### src/rtl/id_pkg.sv
// Shared decode constants for the wide instruction-decode stage: opcodes,
// control-vector bit positions, ALUOp encodings and the per-lane record.
package id_pkg;

  localparam int CTRL_W = 11;

  localparam int CTRL_REGDST   = 0;
  localparam int CTRL_ALUSRC   = 1;
  localparam int CTRL_MEMTOREG = 2;
  localparam int CTRL_REGWRITE = 3;
  localparam int CTRL_MEMREAD  = 4;
  localparam int CTRL_MEMWRITE = 5;
  localparam int CTRL_BRANCH   = 6;
  localparam int CTRL_ALUOP_LO = 7;
  localparam int CTRL_ALUOP_HI = 8;
  localparam int CTRL_JUMP     = 9;
  localparam int CTRL_ILLEGAL  = 10;

  localparam logic [1:0] ALUOP_MEM    = 2'b00;
  localparam logic [1:0] ALUOP_BRANCH = 2'b01;
  localparam logic [1:0] ALUOP_RTYPE  = 2'b10;
  localparam logic [1:0] ALUOP_IMM    = 2'b11;

  localparam logic [5:0] OP_RTYPE = 6'b000000;
  localparam logic [5:0] OP_LW    = 6'b100011;
  localparam logic [5:0] OP_SW    = 6'b101011;
  localparam logic [5:0] OP_BEQ   = 6'b000100;
  localparam logic [5:0] OP_BNE   = 6'b000101;
  localparam logic [5:0] OP_J     = 6'b000010;
  localparam logic [5:0] OP_JAL   = 6'b000011;
  localparam logic [5:0] OP_ANDI  = 6'b001100;
  localparam logic [5:0] OP_ORI   = 6'b001101;
  localparam logic [5:0] OP_XORI  = 6'b001110;
  localparam logic [5:0] OP_LUI   = 6'b001111;

  localparam logic [4:0] REG_RA = 5'd31;

  typedef struct packed {
    logic [31:0]       instr;
    logic [31:0]       pc;
    logic [4:0]        rs;
    logic [4:0]        rt;
    logic [4:0]        dest;
    logic [31:0]       imm;
    logic [CTRL_W-1:0] ctrl;
  } lane_dec_t;

endpackage

### src/rtl/id_lane_dec.sv
// Combinational decoder for one instruction word: control vector, register
// numbers and extended immediate.
module id_lane_dec
  import id_pkg::*;
(
  input  logic [31:0]       instr,
  output logic [CTRL_W-1:0] ctrl,
  output logic [4:0]        rs,
  output logic [4:0]        rt,
  output logic [4:0]        dest,
  output logic [31:0]       imm
);

  logic [5:0] opcode;

  assign opcode = instr[31:26];
  assign rs     = instr[25:21];
  assign rt     = instr[20:16];

  always_comb begin
    ctrl = '0;
    casez (opcode)
      OP_RTYPE: begin
        ctrl[CTRL_REGDST]                 = 1'b1;
        ctrl[CTRL_REGWRITE]               = 1'b1;
        ctrl[CTRL_ALUOP_HI:CTRL_ALUOP_LO] = ALUOP_RTYPE;
      end
      OP_LW: begin
        ctrl[CTRL_ALUSRC]                 = 1'b1;
        ctrl[CTRL_MEMTOREG]               = 1'b1;
        ctrl[CTRL_REGWRITE]               = 1'b1;
        ctrl[CTRL_MEMREAD]                = 1'b1;
        ctrl[CTRL_ALUOP_HI:CTRL_ALUOP_LO] = ALUOP_MEM;
      end
      OP_SW: begin
        ctrl[CTRL_ALUSRC]   = 1'b1;
        ctrl[CTRL_MEMWRITE] = 1'b1;
      end
      OP_BEQ, OP_BNE: begin
        ctrl[CTRL_BRANCH]                 = 1'b1;
        ctrl[CTRL_ALUOP_HI:CTRL_ALUOP_LO] = ALUOP_BRANCH;
      end
      OP_J: ctrl[CTRL_JUMP] = 1'b1;
      OP_JAL: begin
        ctrl[CTRL_JUMP]     = 1'b1;
        ctrl[CTRL_REGWRITE] = 1'b1;
      end
      6'b001???: begin
        ctrl[CTRL_ALUSRC]                 = 1'b1;
        ctrl[CTRL_REGWRITE]               = 1'b1;
        ctrl[CTRL_ALUOP_HI:CTRL_ALUOP_LO] = ALUOP_IMM;
      end
      default: ctrl[CTRL_ILLEGAL] = 1'b1;
    endcase
  end

  always_comb begin
    if (opcode == OP_JAL)          dest = REG_RA;
    else if (ctrl[CTRL_REGDST])    dest = instr[15:11];
    else                           dest = instr[20:16];
  end

  // Logical immediates zero-extend; lui places the field in the upper half.
  always_comb begin
    case (opcode)
      OP_ANDI, OP_ORI, OP_XORI: imm = {16'h0000, instr[15:0]};
      OP_LUI:                   imm = {instr[15:0], 16'h0000};
      default:                  imm = {{16{instr[15]}}, instr[15:0]};
    endcase
  end

endmodule

### src/rtl/id_wide.sv
// Multi-lane decode stage: decodes a fetch bundle per cycle into a small
// in-order output buffer with valid/ready on both sides.
module id_wide
  import id_pkg::*;
#(
  parameter int LANES     = 2,
  parameter int BUF_DEPTH = 2
) (
  input  logic                     CLK,
  input  logic                     RST_N,
  input  logic                     FLUSH,
  input  logic                     IN_VALID,
  output logic                     IN_READY,
  input  logic [LANES-1:0]         IN_LANE_V,
  input  logic [32*LANES-1:0]      IN_INSTR,
  input  logic [32*LANES-1:0]      IN_PC,
  output logic                     OUT_VALID,
  input  logic                     OUT_READY,
  output logic [LANES-1:0]         OUT_LANE_V,
  output logic [32*LANES-1:0]      OUT_INSTR,
  output logic [32*LANES-1:0]      OUT_PC,
  output logic [5*LANES-1:0]       OUT_RS,
  output logic [5*LANES-1:0]       OUT_RT,
  output logic [5*LANES-1:0]       OUT_DEST,
  output logic [32*LANES-1:0]      OUT_IMM,
  output logic [CTRL_W*LANES-1:0]  OUT_CTRL
);

  localparam int PTR_W = (BUF_DEPTH > 1) ? $clog2(BUF_DEPTH) : 1;
  localparam int CNT_W = $clog2(BUF_DEPTH + 1);
  localparam logic [CNT_W-1:0] DEPTH_C  = CNT_W'(BUF_DEPTH);
  localparam logic [PTR_W-1:0] LAST_PTR = PTR_W'(BUF_DEPTH - 1);

  logic [CNT_W-1:0] count;
  logic [PTR_W-1:0] wr_ptr, rd_ptr;
  logic             push, pop;

  lane_dec_t        dec_lane [LANES];
  lane_dec_t        buf_data [BUF_DEPTH][LANES];
  logic [LANES-1:0] buf_lv   [BUF_DEPTH];

  function automatic logic [PTR_W-1:0] ptr_inc(input logic [PTR_W-1:0] p);
    return (p == LAST_PTR) ? '0 : p + 1'b1;
  endfunction

  // Ready depends only on the registered count, never on OUT_READY.
  assign IN_READY  = (count < DEPTH_C);
  assign OUT_VALID = (count != '0);
  assign push      = IN_VALID & IN_READY & ~FLUSH;
  assign pop       = OUT_VALID & OUT_READY & ~FLUSH;

  for (genvar i = 0; i < LANES; i++) begin : g_lane
    logic [CTRL_W-1:0] ctrl;
    logic [4:0]        rs, rt, dest;
    logic [31:0]       imm;

    id_lane_dec u_dec (
      .instr (IN_INSTR[32*i +: 32]),
      .ctrl  (ctrl),
      .rs    (rs),
      .rt    (rt),
      .dest  (dest),
      .imm   (imm)
    );

    // Empty lanes carry no controls so dispatch never acts on stale words.
    assign dec_lane[i] = '{instr: IN_INSTR[32*i +: 32], pc: IN_PC[32*i +: 32],
                           rs: rs, rt: rt, dest: dest, imm: imm,
                           ctrl: IN_LANE_V[i] ? ctrl : '0};

    assign OUT_INSTR[32*i +: 32]         = buf_data[rd_ptr][i].instr;
    assign OUT_PC[32*i +: 32]            = buf_data[rd_ptr][i].pc;
    assign OUT_RS[5*i +: 5]              = buf_data[rd_ptr][i].rs;
    assign OUT_RT[5*i +: 5]              = buf_data[rd_ptr][i].rt;
    assign OUT_DEST[5*i +: 5]            = buf_data[rd_ptr][i].dest;
    assign OUT_IMM[32*i +: 32]           = buf_data[rd_ptr][i].imm;
    assign OUT_CTRL[CTRL_W*i +: CTRL_W]  = buf_data[rd_ptr][i].ctrl;
  end

  assign OUT_LANE_V = buf_lv[rd_ptr];

  always_ff @(posedge CLK or negedge RST_N) begin
    if (!RST_N) begin
      count  <= '0;
      wr_ptr <= '0;
      rd_ptr <= '0;
    end else if (FLUSH) begin
      count  <= '0;
      wr_ptr <= '0;
      rd_ptr <= '0;
    end else begin
      if (push) wr_ptr <= ptr_inc(wr_ptr);
      if (pop)  rd_ptr <= ptr_inc(rd_ptr);
      case ({push, pop})
        2'b10:   count <= count + 1'b1;
        2'b01:   count <= count - 1'b1;
        default: count <= count;
      endcase
    end
  end

  // Storage is deliberately not reset; count gates its visibility.
  always_ff @(posedge CLK) begin
    if (push) begin
      buf_lv[wr_ptr] <= IN_LANE_V;
      for (int i = 0; i < LANES; i++) buf_data[wr_ptr][i] <= dec_lane[i];
    end
  end

endmodule

### config.mk
export PLATFORM = sky130hd
export DESIGN_NAME = id_wide
export DESIGN_NICKNAME = d
export VERILOG_FILES = /design/src/rtl/id_pkg.sv /design/src/rtl/id_lane_dec.sv /design/src/rtl/id_wide.sv
export SDC_FILE = /design/constraint.sdc
export NUM_CORES = 1
export LEC_CHECK = 0
export ABC_AREA = 0
export ABC_CLOCK_PERIOD_IN_PS = 46500
export CAP_MARGIN = 30
export CORE_ASPECT_RATIO = 2
export CORE_MARGIN = 8
export CORE_UTILIZATION = 30
export DETAILED_ROUTE_END_ITERATION = 16
export HOLD_SLACK_MARGIN = 0.02
export SYNTH_ARGS = -nofsm -noshare
export SYNTH_HDL_FRONTEND = slang
export SYNTH_SLANG_ARGS = --single-unit
### constraint.sdc
create_clock -name CLK -period 46.5 [get_ports CLK]
set_input_delay 11.625 -clock CLK [delete_from_list [all_inputs] [get_ports CLK]]
set_output_delay 11.625 -clock CLK [all_outputs]
set_load 0.1 [all_outputs]
==> flow_metrics.tcl <==
set metrics [dict create \
    drtIter0Drc 529 \
    final_antenna_net_count 0 \
    ctsHtreeMaxLevel 2 \
    cts_sinks 452 \
    end_kind "output port" \
    ys_seq_area_share_pct 76.78 \
    wl_per_cell_um 20.61 \
    overflow 0 \
    core-area_um2 58650 \
    final_nets 1475 \
    fin_skew_ps 19.05 \
    antenna_found_initial 4 \
    synthesis.nets 1055 \
    port_buffers 382 \
    synth_edf_count 448 \
    synth_top_area_share_pct 76.22 \
    area_delta_synth_final_pct 40.59 \
    hold_viol 0 \
    cts.path.max_buffers 3 \
    drive_gt1_share_pct 26.37 \
    crit_path_top_delay_cell "clkdlybuf4s50_1" \
    n_fill_cell 5203 \
    vdd_drop_max_mv 0.03610 \
    required_ps 34880 \
    cp_max_fo 71 \
    ctsHoldBuffers 0 \
    cts_resized 0 \
    num_vias 9676 \
    min_period_over_period_pct 34.70 \
    syn_avg_cell_area_um2 19.19 \
    worst_hold_path_type "register to register" \
    post_cts_buffers 0 \
    rsz0062_at_grt "false" \
    critPathArrivalTime_ps 4510 \
    crit_buf_inv 3 \
    max_freq_ghz 0.06198 \
    grt_usage_pct 12.64 \
    synth-seq-cells 452 \
    crit_path_start_kind "register" \
    crit_top_cell "buf_4" \
    netlist_instances 920 \
    clk_pin_slew_ps 60 \
    gp_congestion 0.8064 \
    synth.largest_area_cell "edfxtp_1" \
    fp.dieArea_um2 67320 \
    drt-vias-per-instance 4.517 \
    clock-root-buffer "clkbuf_16" \
    drcViolationCount 0 \
    cts_buffers 42 \
    max_slew_margin_pct 29.84 \
    grt_max_degree 121 \
    dp_hpwl_um 30630 \
    die_height_um 359.0 \
    yosysMostFrequentCell "edfxtp_1" \
    tightest_slew_ps 1049 \
    synth_top_cells_by_area "edfxtp_1, mux2_2, and2_1" \
    critPathTopFamily "buffers and inverters" \
    cts_tree "done" \
    power.density_nw_per_um2 42.88 \
    fin_crit_ps 16140 \
    maxCapViolations 0 \
    multiInputGateArea_um2 3695 \
    num_io_pins 383 \
    drtPass1Iterations 5 \
    grt_pass1_wl_um 66560 \
    cp_cell_sequence "buf_4 > buf_4 > mux2_2 > clkdlybuf4s50_1" \
    p_leak_uw 0.008319 \
    status "finished, final reports clean" \
    routed_wl_um 44150 \
    first_global_vias 10470 \
    rows 126 \
    async_flop_share_pct 0.8850 \
    crit_path_max_incr_delay_ps 1140 \
    syn_area_um2 17650 \
    postLayoutCoreUtil_pct 42.31 \
    post_synth_num_cell_types 44 \
    synthTopCellsByCount "edfxtp_1, mux2_2, and2_1" \
    clock_latency_ps 550 \
    yosysWarnings 0 \
    start_util_pct 30.10 \
    critical_path_class "register to output port" \
    setup_tns_ps 0 \
    synth-main-ff-cell "edfxtp_1" \
    setup_viol_count_final 0 \
    slew_violations 0 \
    seq_area_um2 13560 \
    die_w_um 187.5 \
]
## per-layer routing
layer | track usage [%] | vias up | wire, um
li1 | - | 4415 | -
met1 | 16.01 | 4720 | 18950
met2 | 18.95 | 482 | 19020
met3 | 6.262 | 55 | 5261
met4 | 3.442 | 4 | 894
met5 | 0 | - | 27
## path summary, 6_finish.rpt
check	from	to	slack [ps]	depth (start not counted)
max	rd_ptr	OUT_INSTR[42]	30370	4
min	wr_ptr	wr_ptr	600	2
max reg2reg	count[1]	buf_data[1][184]	43050	5
min reg2reg	wr_ptr	wr_ptr	600	2
max in group asynchronous	RST_N	rd_ptr	35000	1
min in group asynchronous	RST_N	count[0]	11290	1
## flip-flops by register name, indices dropped and copies added (netlist names)
signal    cells
count         2
buf_lv        4
buf_data    444
wr_ptr        1
rd_ptr        1
## cell families (layout without fill, tap and decap cells)
logic type / Yosys count / after routing / share of synthesized area, %
mux: 225 / 225 / 14.35
other cells: 0 / 1 / 0
xor+xnor: 2 / 2 / 0.09926
buf+inv: 67 / 520 / 2.353
flops: 452 / 452 / 76.78
compound gates: 56 / 56 / 2.169
simple gates: 118 / 118 / 4.239
## report_power, final
part	internal, uW	total, uW	switching (uW)
clock network	183	337	154
logic	76.9	255	178
registers	467	472	4.72
## final cells by class
| cell class | count | share of cell area [%] |
|---|---|---|
| Timing Repair Buffer | 440 | 21.09 |
| Inverter | 3 | 0.04538 |
| Tap cell | 768 | 3.872 |
| Multi-Input combinational cell | 401 | 14.89 |
| Antenna cell | 1 | 0.01008 |
| Sequential cell | 452 | 54.63 |
| Clock inverter | 27 | 1.069 |
| Clock buffer | 50 | 4.397 |
## worst reg2reg max path: stages, from the launching register on
cell      delay [ps]
dfrtp_1          420
nand2b_1         250
nor3b_2          200
buf_4            530
buf_4            880
buf_4            720
## cell usage in the layout (no fill, tap or decap), types with 3 or more instances in the layout
| cell | instances |
|---|---|
| clkinv_1 | 5 |
| clkinvlp_4 | 3 |
| nand2b_1 | 7 |
| nand3_1 | 26 |
| o21ai_0 | 13 |
| o21a_1 | 3 |
| nand2_1 | 3 |
| buf_16 | 48 |
| clkbuf_16 | 42 |
| mux2_2 | 225 |
| a21o_1 | 30 |
| or2_2 | 3 |
| buf_4 | 9 |
| clkinv_2 | 7 |
| clkdlybuf4s50_1 | 382 |
| and3_1 | 3 |
| clkinv_4 | 3 |
| inv_1 | 3 |
| dfrtp_1 | 3 |
| edfxtp_1 | 448 |
| clkbuf_1 | 7 |
| nor2_1 | 8 |
| nor4b_1 | 3 |
| and2_1 | 38 |
| nor4_1 | 5 |
## per-stage QoR
stage               total power (uW)  instances  instance area, um^2  hold slack [ps]  setup slack [ps]
finish                          1064       2142                24820            602.4             30370
global route                    1099       2142                24820            614.5             30100
CTS                             1077       2138                24730            607.7             30280
detailed placement             735.9       2061                23370            589.0             30890
global placement               713.4       2016                22140            557.4             30970
floorplan                      663.1        920                17650            519.3             17440
No activity file was read; power rests on OpenSTA's default activity.
